===== src/rtl/sr_design_sync.sv =====
// sr_design_sync: clocked replacement for a NAND-style SR latch with active-low
// set/reset inputs. Optional synchronizer flops on s and r feed a small state
// register that drives q, qbar and a flag for the forbidden (both active) input.
// Every path is registered, so the outputs cannot glitch, oscillate or go X.
module sr_design_sync #(
  parameter int   SYNC_STAGES = 2,    // 0..3; 0 means s/r are already synchronous
  parameter logic RESET_Q     = 1'b0  // q value after reset, qbar takes the inverse
) (
  input  logic clk,
  input  logic rst_n,
  input  logic s,
  input  logic r,
  output logic q,
  output logic qbar,
  output logic invalid
);

  logic ss;  // s after the synchronizer
  logic rs;  // r after the synchronizer

  generate
    if (SYNC_STAGES == 0) begin : g_no_sync
      assign ss = s;
      assign rs = r;
    end else begin : g_sync
      logic [SYNC_STAGES-1:0] s_sync_reg;
      logic [SYNC_STAGES-1:0] r_sync_reg;

      // Shift chain; flops idle at 1 so reset looks like "no request".
      always_ff @(posedge clk or negedge rst_n) begin
        if (!rst_n) begin
          s_sync_reg <= '1;
          r_sync_reg <= '1;
        end else begin
          s_sync_reg[0] <= s;
          r_sync_reg[0] <= r;
          for (int i = 1; i < SYNC_STAGES; i++) begin
            s_sync_reg[i] <= s_sync_reg[i-1];
            r_sync_reg[i] <= r_sync_reg[i-1];
          end
        end
      end

      assign ss = s_sync_reg[SYNC_STAGES-1];
      assign rs = r_sync_reg[SYNC_STAGES-1];
    end
  endgenerate

  logic q_reg, q_next;
  logic qbar_reg, qbar_next;
  logic invalid_reg, invalid_next;

  // Latch state register with asynchronous reset to the configured value.
  always_ff @(posedge clk or negedge rst_n) begin
    if (!rst_n) begin
      q_reg       <= RESET_Q;
      qbar_reg    <= ~RESET_Q;
      invalid_reg <= 1'b0;
    end else begin
      q_reg       <= q_next;
      qbar_reg    <= qbar_next;
      invalid_reg <= invalid_next;
    end
  end

  // Next-state decode from the synchronized set/reset pair.
  always_comb begin
    q_next       = q_reg;
    qbar_next    = qbar_reg;
    invalid_next = invalid_reg;
    unique case ({ss, rs})
      2'b01: begin  // set request
        q_next       = 1'b1;
        qbar_next    = 1'b0;
        invalid_next = 1'b0;
      end
      2'b10: begin  // reset request
        q_next       = 1'b0;
        qbar_next    = 1'b1;
        invalid_next = 1'b0;
      end
      2'b00: begin  // both active: NAND-faithful outputs, flagged
        q_next       = 1'b1;
        qbar_next    = 1'b1;
        invalid_next = 1'b1;
      end
      default: begin  // 2'b11: hold, but a release from forbidden settles reset-dominant
        if (invalid_reg) begin
          q_next       = 1'b0;
          qbar_next    = 1'b1;
          invalid_next = 1'b0;
        end
      end
    endcase
  end

  assign q       = q_reg;
  assign qbar    = qbar_reg;
  assign invalid = invalid_reg;

endmodule


===== config.mk =====
export PLATFORM = sky130hd
export DESIGN_NAME = sr_design_sync
export DESIGN_NICKNAME = d
export VERILOG_FILES = /design/src/rtl/sr_design_sync.sv
export SDC_FILE = /design/constraint.sdc
export NUM_CORES = 1
export LEC_CHECK = 0
export ABC_AREA = 1
export CORE_AREA = 4 4 41 43
export CTS_CLUSTER_SIZE = 24
export DETAILED_ROUTE_END_ITERATION = 12
export DIE_AREA = 0 0 45 47
export MAX_ROUTING_LAYER = met4
export SYNTH_ARGS = -nofsm -noshare
export SYNTH_HDL_FRONTEND = slang
export SYNTH_SLANG_ARGS = --single-unit

===== constraint.sdc =====
create_clock -name clk -period 0.9 [get_ports clk]
set_input_delay 0.18 -clock clk [delete_from_list [all_inputs] [get_ports clk]]
set_output_delay 0.18 -clock clk [all_outputs]
set_load 0.05 [all_outputs]

Yosys cells after proc, flatten, opt, wreduce, memory -nomap -nowiden
Cells that the tools add are included.
Widths: inputs -> output; s select.
{"block": "word_totals", "regBits": 7, "input_bits": 4, "output_inout_bits": 3, "word_cells": 17}
{"block": "classes", "eq_ne": 2, "mux": 5, "reduce_logical": 5}
{"op": "$reduce_bool 3->1", "count": 2}
{"op": "$pmux 1 s2", "count": 2}
{"op": "$reduce_or 2->1", "count": 2}
{"op": "$mux 1", "count": 3}
{"op": "$eq 2x1->1 const B", "count": 1}
{"op": "$eq 2x2->1 const B", "count": 1}
{"op": "$logic_not 2->1", "count": 1}

Logic depth before layout (Yosys ltp)
Gate-level depths: netlist of run 1.
{"block": "logic_depth", "depth_word": 3, "mapped_depth": 3}

Worst setup path after synthesis of run 1
OpenSTA, ideal clock, no wires.
{"block": "synth_timing", "path_kind": "reg-to-reg", "startpoint": "register invalid_reg, in the netlist invalid", "endpoint": "register q_reg, in the netlist q", "setup_time_ns": 0.120, "arrival_time_ns": 0.848, "required_ns": 0.780, "setup_slack_ns": -0.068, "path_stages_with_launch": 4, "synth_period_minus_slack_ns": 0.968, "path_cell_list": "dfrtp_1 > inv_1 > nand3_1 > nand2_1"}
{"block": "synth_between", "elab_chain_cells": 1}
{"item": "start, declared", "line": "51", "source": "logic invalid_reg, invalid_next;"}
{"item": "start signal, assigned", "line": "62", "source": "invalid_reg <= invalid_next;"}
{"item": "$reduce_bool 3->1 (no source line)"}
{"item": "end signal, assigned", "line": "60", "source": "q_reg <= q_next;"}
{"item": "end, declared", "line": "49", "source": "logic q_reg, q_next;"}
Every way passes these cells.
A chain may end at the register's enable or synchronous reset.

Final worst setup path of run 1
{"block": "layout_timing", "startpoint": "register qbar_reg, in the netlist qbar", "endpoint": "output qbar"}
{"item": "start, declared", "line": "50", "source": "logic qbar_reg, qbar_next;"}
{"item": "start signal, assigned", "line": "57", "source": "qbar_reg <= ~RESET_Q;"}
{"item": "start signal, assigned", "line": "61", "source": "qbar_reg <= qbar_next;"}
{"item": "end, declared", "line": "14", "source": "output logic qbar,"}
No word-level cell between the ends.

==> impl_metrics.json, run 1 <==
{
  "worstSetupPathType": "register to primary output",
  "cts_buffers": 3,
  "cpPeakStageDelay_ps": 560,
  "antenna_left": 0,
  "reg2reg_slack_ps": 60,
  "reg2reg_to": "qbar",
  "outcome": "complete, but fails checks",
  "seq_power_share_pct": 48.3,
  "die_y_um": 47,
  "fin_crit_sh_pct": 125,
  "final_core_util_pct": 27.9,
  "ys_seq_area_share_pct": 84.3,
  "initialDrtViolationCount": 0,
  "syn_avg_cell_area_um2": 15.4,
  "hold_buffers": 0,
  "tns_ps": -446,
  "min_path_type": "primary input to async pin",
  "ys_warn_count": 0,
  "cts_tree": "yes",
  "pwr-share-comb_pct": 14.0,
  "cts_buffer_depth": 2,
  "violations": "setup timing",
  "n_antenna_cell": 0,
  "slowest_stage": "dfstp_2",
  "portBuffers": 6,
  "fin_ws_ps": -229,
  "cp_max_fo": 2,
  "drc_errors": 0,
  "place_ws_ps": 34.6,
  "grt_overflow_total": 0,
  "start_util_pct": 16.5,
  "std_cell_rows": 13,
  "leakagePower_nw": 0.153,
  "ios": 7,
  "vdd_drop_max_uv": 865,
  "vias_per_cell": 3.80,
  "antenna_found_initial": 0,
  "setup_viol": 3,
  "fin_nets": 30,
  "hold_violations": 0,
  "intPower_uw": 567,
  "synth_cells": 14,
  "htree_num_levels": 1,
  "crit_arrival_ps": 950,
  "dr.pass1.iters": 1,
  "finalClockSkew_ps": 3.28,
  "power.density_mw_per_mm2": 2060,
  "path_delay_family": "flip-flops",
  "sw_frac_of_total_pct": 24.2,
  "dieArea_mm2": 0.00212,
  "crit_chain": "buf_12",
  "place_hpwl_um": 360,
  "cts_sinks": 7,
  "tightest_slew_ps": 310,
  "grt_usage_pct": 5.93,
  "worstRegToRegCells": 4,
  "end_kind": "primary output",
  "cp.required_ps": 720,
  "placedCellCount": 35,
  "ys_seq_elements": 7,
  "pwr-share-clk_pct": 37.7,
  "period_minus_slack_ps": 1130,
  "cap_viol_max_count": 0,
  "grt_pass1_vias": 162,
  "relSlewSlack_pct": 79.3,
  "wire_per_inst_um": 11.4,
  "worst-path-buf-inv": 1,
  "drv_slew": 0,
  "path_clk_slew_ps": 50,
  "grt_first_pass_wirelength_um": 696,
  "synth_cell_types": 8,
  "final_cells": 40,
  "routed_wl_um": 455,
  "reg2reg_from": "invalid",
  "synth_nets": 18,
  "grt_max_degree": 8,
  "synth_area_um2": 215,
  "core_mm2": 0.00130,
  "fmax_ghz": 0.886,
  "worst_skew_pair.late_latency_ps": 250,
  "netSwitchingPower_uw": 182,
  "area_growth_pct": 68.6,
  "vias": 152,
  "die_x_um": 45,
  "cp-start-kind": "register",
  "globalplace.congestion": 0.709,
  "drive_gt1_share_pct": 56.0,
  "rsz0062_at_grt": "yes",
  "clockRootBuffer": "clkbuf_4"
}
## power groups by stage
stage	logic (mW)	clock network [mW]	registers [mW]
6_report	0.105	0.282	0.362
5_1_grt	0.110	0.320	0.364
4_1_cts	0.106	0.304	0.362
3_5_place_dp	0.102	0	0.367
3_3_place_gp	0.0978	0	0.363
2_1_floorplan	0.00917	0	0.390
## logic make-up after synthesis
family / share of synthesized area, %
buffers and inverters: 1.74
AOI/OAI and AO/OA: 3.49
DFF: 84.3
and+or+nand+nor: 10.5
## layout make-up
cell class                      count  area, um^2
Timing Repair Buffer                7        97.6
Clock buffer                        4        26.3
Sequential cell                     7         183
Multi-Input combinational cell      6        33.8
Inverter                            1        3.75
Fill cell                         139         938
Tap cell                           15        18.8
## how the worst max path moves through the flow
stage                     cells past startpoint   end  start  slack [ps]
after floorplan                               2  qbar   qbar          -5
after global placement                        1  qbar   qbar          50
after detailed placement                      1  qbar   qbar          30
after CTS                                     1  qbar   qbar        -250
after global routing                          1  qbar   qbar        -260
final                                         1  qbar   qbar        -230
## timing repair
action	4_1_cts	5_1_grt
endpoints found under the setup margin	3	4
gates cloned	0	0
resized for setup	0	1
setup buffers	1	0
## cell usage in the layout, fill, tap and decap left out
| cell | synthesis | layout |
|---|---|---|
| clkbuf_1 | 0 | 1 |
| clkdlybuf4s50_1 | 0 | 3 |
| buf_12 | 0 | 3 |
| a21boi_2 | 0 | 1 |
| buf_4 | 0 | 1 |
| dfrtp_2 | 0 | 1 |
| inv_1 | 1 | 1 |
| nand3_1 | 1 | 1 |
| dfrtp_1 | 2 | 1 |
| nand4_1 | 1 | 1 |
| dfstp_2 | 5 | 5 |
| nand2_1 | 2 | 2 |
| nor2_1 | 1 | 1 |
| clkbuf_4 | 0 | 3 |
## metal layers
metal | track usage (%) | vias to the layer above | wire length, um
met5 | - | - | 0
met4 | 3.51 | 0 | 0
met3 | 5.75 | 0 | 46
met2 | 9.32 | 9 | 251
met1 | 4.20 | 77 | 158
li1 | - | 66 | -
## synth_stat cells (all sizes together)
master	count	area, um^2
nand2	2	7.51
a21boi	1	7.51
inv	1	3.75
dfstp	5	131
nand3	1	5.00
dfrtp	2	50.1
nand4	1	6.26
nor2	1	3.75
## per-stage QoR
step	power (mW)	area, um^2	hold WS [ps]
2_1_floorplan	0.400	216	-116
3_5_place_dp	0.469	325	349
3_3_place_gp	0.461	325	346
6_report	0.749	363	185
4_1_cts	0.772	359	180
5_1_grt	0.794	363	202
No activity file was read; power rests on OpenSTA's default activity.
==> run 2, diff against run 1 <==
==> constraint.sdc (replaced) <==
create_clock -name clk -period 0.9 [get_ports clk]
set_input_delay 0.18 -clock clk [delete_from_list [all_inputs] [get_ports clk]]
set_output_delay 0.18 -clock clk [all_outputs]
set_load 0.1 [all_outputs]
==> impl_metrics.json, run 2 (same netlist as run 1, synthesis figures left out) <==
{
  "die_x_um": 45,
  "antenna_found_initial": 0,
  "end_kind": "primary output",
  "std_cell_rows": 13,
  "cap_viol_max_count": 0,
  "start_util_pct": 16.5,
  "antenna_left": 0,
  "rsz0062_at_grt": "yes",
  "multi_input_area_um2": 33.8,
  "tns_ps": -626,
  "clockRootBuffer": "clkbuf_4",
  "finalClockSkew_ps": 3.45,
  "cp-start-kind": "register",
  "portBuffers": 6,
  "crit_chain": "buf_12",
  "grt_usage_pct": 4.94,
  "drive_gt1_share_pct": 64.0,
  "layout_common_cells": "dfstp_2, clkbuf_4, clkdlybuf4s50_1, buf_12, nand2_1",
  "worstRegToRegCells": 4,
  "routed_wl_um": 367,
  "worstSetupPathType": "register to primary output",
  "ios": 7,
  "worst-path-buf-inv": 1,
  "dieArea_mm2": 0.00212,
  "min_path_type": "primary input to async pin",
  "fin_ws_ps": -324,
  "fill_cells": 146,
  "power.density_mw_per_mm2": 2090,
  "vias": 148,
  "violations": "setup timing",
  "leakagePower_nw": 0.153,
  "dr.pass1.iters": 1,
  "relSlewSlack_pct": 80.1,
  "n_antenna_cell": 0,
  "timing.hold.ws_ps": 183,
  "setup_viol": 3,
  "drc_errors": 0,
  "seq_area_um2": 190,
  "reg2reg_from": "invalid",
  "fin_crit_sh_pct": 136,
  "initialDrtViolationCount": 0,
  "cts_tree": "yes",
  "fmax_ghz": 0.817,
  "cpPeakStageDelay_ps": 630,
  "htree_num_levels": 1,
  "layout_commonest_cell": "dfstp_2",
  "vias_per_cell": 3.70,
  "grt_max_degree": 8,
  "cp.required_ps": 720,
  "fin_nets": 30,
  "cts_buffer_depth": 2,
  "path_delay_family": "flip-flops",
  "reg2reg_to": "qbar",
  "cts_buffers": 3,
  "final_core_util_pct": 28.7,
  "grt_overflow_total": 0,
  "area_growth_pct": 73.8,
  "die_y_um": 47,
  "cts_sinks": 7,
  "tightest_slew_ps": 297,
  "reg2reg_slack_ps": 10,
  "worst_skew_pair.late_latency_ps": 250,
  "period_minus_slack_ps": 1220,
  "drv_slew": 0,
  "hold_violations": 0,
  "path_clk_slew_ps": 50,
  "slowest_stage": "dfstp_4",
  "grt_pass1_vias": 168,
  "wire_per_inst_um": 9.18,
  "cp_max_fo": 2,
  "globalplace.congestion": 0.578,
  "core_mm2": 0.00130,
  "grt_first_pass_wirelength_um": 634,
  "vdd_drop_max_uv": 538,
  "outcome": "complete, but fails checks",
  "crit_arrival_ps": 1040
}
[run 2: changes by cell type in the layout (fill, tap and decap cells not counted)]
cell     before  now
buf_4         1    0
buf_6         0    1
dfrtp_1       1    0
dfrtp_4       0    1
dfstp_2       5    4
dfstp_4       0    1
inv_1         1    0
inv_2         0    1
[run 2: worst max path at each step]
stage          from   end  slack, ps  cells past startpoint
6_report       qbar  qbar       -320                      1
5_1_grt        qbar  qbar       -360                      1
4_1_cts        qbar  qbar       -340                      1
3_5_place_dp   qbar  qbar        -70                      1
3_3_place_gp   qbar  qbar        -60                      1
2_1_floorplan  qbar  qbar       -110                      2
[run 2: through the flow]
step / setup WS (ps) / power (mW) / instances / cell area [um^2]
floorplan: -106 / 0.439 / 14 / 224
global placement: -57.1 / 0.500 / 35 / 333
detailed placement: -65.1 / 0.506 / 35 / 333
CTS: -343 / 0.804 / 40 / 370
global route: -356 / 0.829 / 40 / 374
finish: -324 / 0.782 / 40 / 374
[run 2: report_power, final]
part,switching [mW],internal (mW),leakage [nW]
registers,0.0170,0.348,0.0745
logic,0.0849,0.0563,0.0630
clock network,0.107,0.169,0.0150
[run 2: repair_timing]
item | CTS | global route
endpoints found under the setup margin | 3 | 4
setup buffers | 1 | 0
hold endpoints to repair | 0 | 0
hold buffers | 0 | 0
pin swaps | 0 | 1
gates resized for setup | 2 | 1
[run 2: layout make-up]
cell class              instances  area share, %
repair buffers                  7           27.1
clock buffers                   4           7.02
inverters                       1           1.00
well taps                      15           5.02
multi-input cells               6           9.03
flip-flops and latches          7           50.8
[run 2: per-layer routing]
layer / GRT usage [%] / wire [um]
met2: 7.06 / 182
met1: 3.96 / 131
met4: 8.77 / 15
met3: 1.15 / 38
met5: - / 0
==> run 3, diff against run 2 <==
--- a/config.mk
+++ b/config.mk
@@ -7,7 +7,7 @@
 export LEC_CHECK = 0
 export ABC_AREA = 1
 export CORE_AREA = 4 4 41 43
-export CTS_CLUSTER_SIZE = 24
+export CTS_BUF_LIST = sky130_fd_sc_hd__clkbuf_4 sky130_fd_sc_hd__clkbuf_8
 export DETAILED_ROUTE_END_ITERATION = 12
 export DIE_AREA = 0 0 45 47
 export MAX_ROUTING_LAYER = met4
==> impl_metrics.json, run 3 (same netlist as run 1, synthesis figures left out) <==
{
  "wire_per_inst_um": 9.25,
  "grt_usage_pct": 5.02,
  "cts_buffer_depth": 2,
  "n_antenna_cell": 0,
  "worst_skew_pair.late_latency_ps": 250,
  "grt_first_pass_wirelength_um": 648,
  "power.density_mw_per_mm2": 2150,
  "outcome": "complete, but fails checks",
  "grt_overflow_total": 0,
  "std_cell_rows": 13,
  "ios": 7,
  "grt_pass1_vias": 169,
  "relSlewSlack_pct": 80.1,
  "final_core_util_pct": 29.0,
  "grt_max_degree": 8,
  "cts_buffers": 3,
  "hold_buffers": 0,
  "finalClockSkew_ps": 2.98,
  "layout_common_cells": "clkbuf_4, dfstp_2, clkdlybuf4s50_1, buf_12, nand2_1",
  "htree_num_levels": 1,
  "end_kind": "primary output",
  "worst-path-buf-inv": 1,
  "vias_per_cell": 3.70,
  "fin_ws_ps": -325,
  "globalplace.congestion": 0.578,
  "rsz0062_at_grt": "yes",
  "antenna_found_initial": 0,
  "setup_viol": 3,
  "portBuffers": 6,
  "antenna_left": 0,
  "cts_sinks": 7,
  "worstSetupPathType": "register to primary output",
  "placedCellCount": 35,
  "fill_cells": 146,
  "cp-start-kind": "register",
  "dieArea_mm2": 0.00212,
  "cp.required_ps": 720,
  "drv_slew": 0,
  "reg2reg_slack_ps": 10,
  "cpPeakStageDelay_ps": 630,
  "hold_violations": 0,
  "routed_wl_um": 370,
  "cts_tree": "yes",
  "cp_max_fo": 2,
  "slowest_stage": "dfstp_4",
  "tightest_slew_ps": 297,
  "vias": 148,
  "crit_arrival_ps": 1040,
  "initialDrtViolationCount": 0,
  "vdd_drop_max_uv": 505,
  "multi_input_area_um2": 33.8,
  "min_path_type": "primary input to async pin",
  "reg2reg_to": "qbar",
  "start_util_pct": 16.5,
  "place_ws_ps": -65.1,
  "fin_crit_sh_pct": 136,
  "violations": "setup timing",
  "die_x_um": 45,
  "cap_viol_max_count": 0,
  "seq_area_um2": 190,
  "path_clk_slew_ps": 50,
  "core_mm2": 0.00130,
  "leakagePower_nw": 0.156,
  "power_uw": 813,
  "fin_nets": 30,
  "fmax_ghz": 0.817,
  "path_delay_family": "flip-flops",
  "drive_gt1_share_pct": 68.0,
  "drc_errors": 0,
  "crit_chain": "buf_12",
  "period_minus_slack_ps": 1220,
  "final_cells": 40,
  "worstRegToRegCells": 4,
  "die_y_um": 47,
  "clockRootBuffer": "clkbuf_4",
  "reg2reg_from": "invalid",
  "area_growth_pct": 75.6,
  "dr.pass1.iters": 1
}
## run 3: what timing repair did
item / CTS / global route
buffers inserted: 1 / 0
pin swaps: 0 / 1
setup endpoints to repair: 3 / 4
cloned: 0 / 0
gates resized for setup: 2 / 1
## run 3: power breakdown
| group | internal (mW) | total, mW | switching, mW |
|---|---|---|---|
| clock network | 0.199 | 0.307 | 0.108 |
| logic | 0.0563 | 0.141 | 0.0849 |
| registers | 0.348 | 0.365 | 0.0170 |
| total | 0.603 | 0.813 | 0.210 |
## run 3: final cells by class
type | instances | area share [%]
flip-flops and latches | 7 | 50.3
repair buffers | 7 | 26.8
multi-input cells | 6 | 8.94
clock buffers | 4 | 7.95
well taps | 15 | 4.97
inverters | 1 | 0.993
## run 3: worst reg2reg max path: stages, from the launching register on
cell and delay [ps]:
dfrtp_4 490, buf_6 130, inv_2 40, nand4_1 90
nand2_1 80
## run 3: worst max-delay path by stage
stage | startpoint | to | slack (ps) | cells after the start
finish | qbar | qbar | -320 | 1
global route | qbar | qbar | -360 | 1
CTS | qbar | qbar | -340 | 1
detailed placement | qbar | qbar | -70 | 1
global placement | qbar | qbar | -60 | 1
floorplan | qbar | qbar | -110 | 2
## run 3: stage by stage
| step | instance area (um^2) | hold WS (ps) | TNS (ps) |
|---|---|---|---|
| finish | 378 | 183 | -629 |
| global route | 378 | 194 | -752 |
| CTS | 374 | 178 | -682 |
| detailed placement | 333 | 353 | -65.1 |
| global placement | 333 | 347 | -57.1 |
| floorplan | 224 | -116 | -174 |
## run 3: per-layer routing
layer	GRT usage (%)	part of all wire (%)	up-vias
met3	1.15	10	2
met5	-	0	-
met2	7.06	50	9
met4	8.77	4.1	0
li1	-	-	66
met1	4.20	35	71
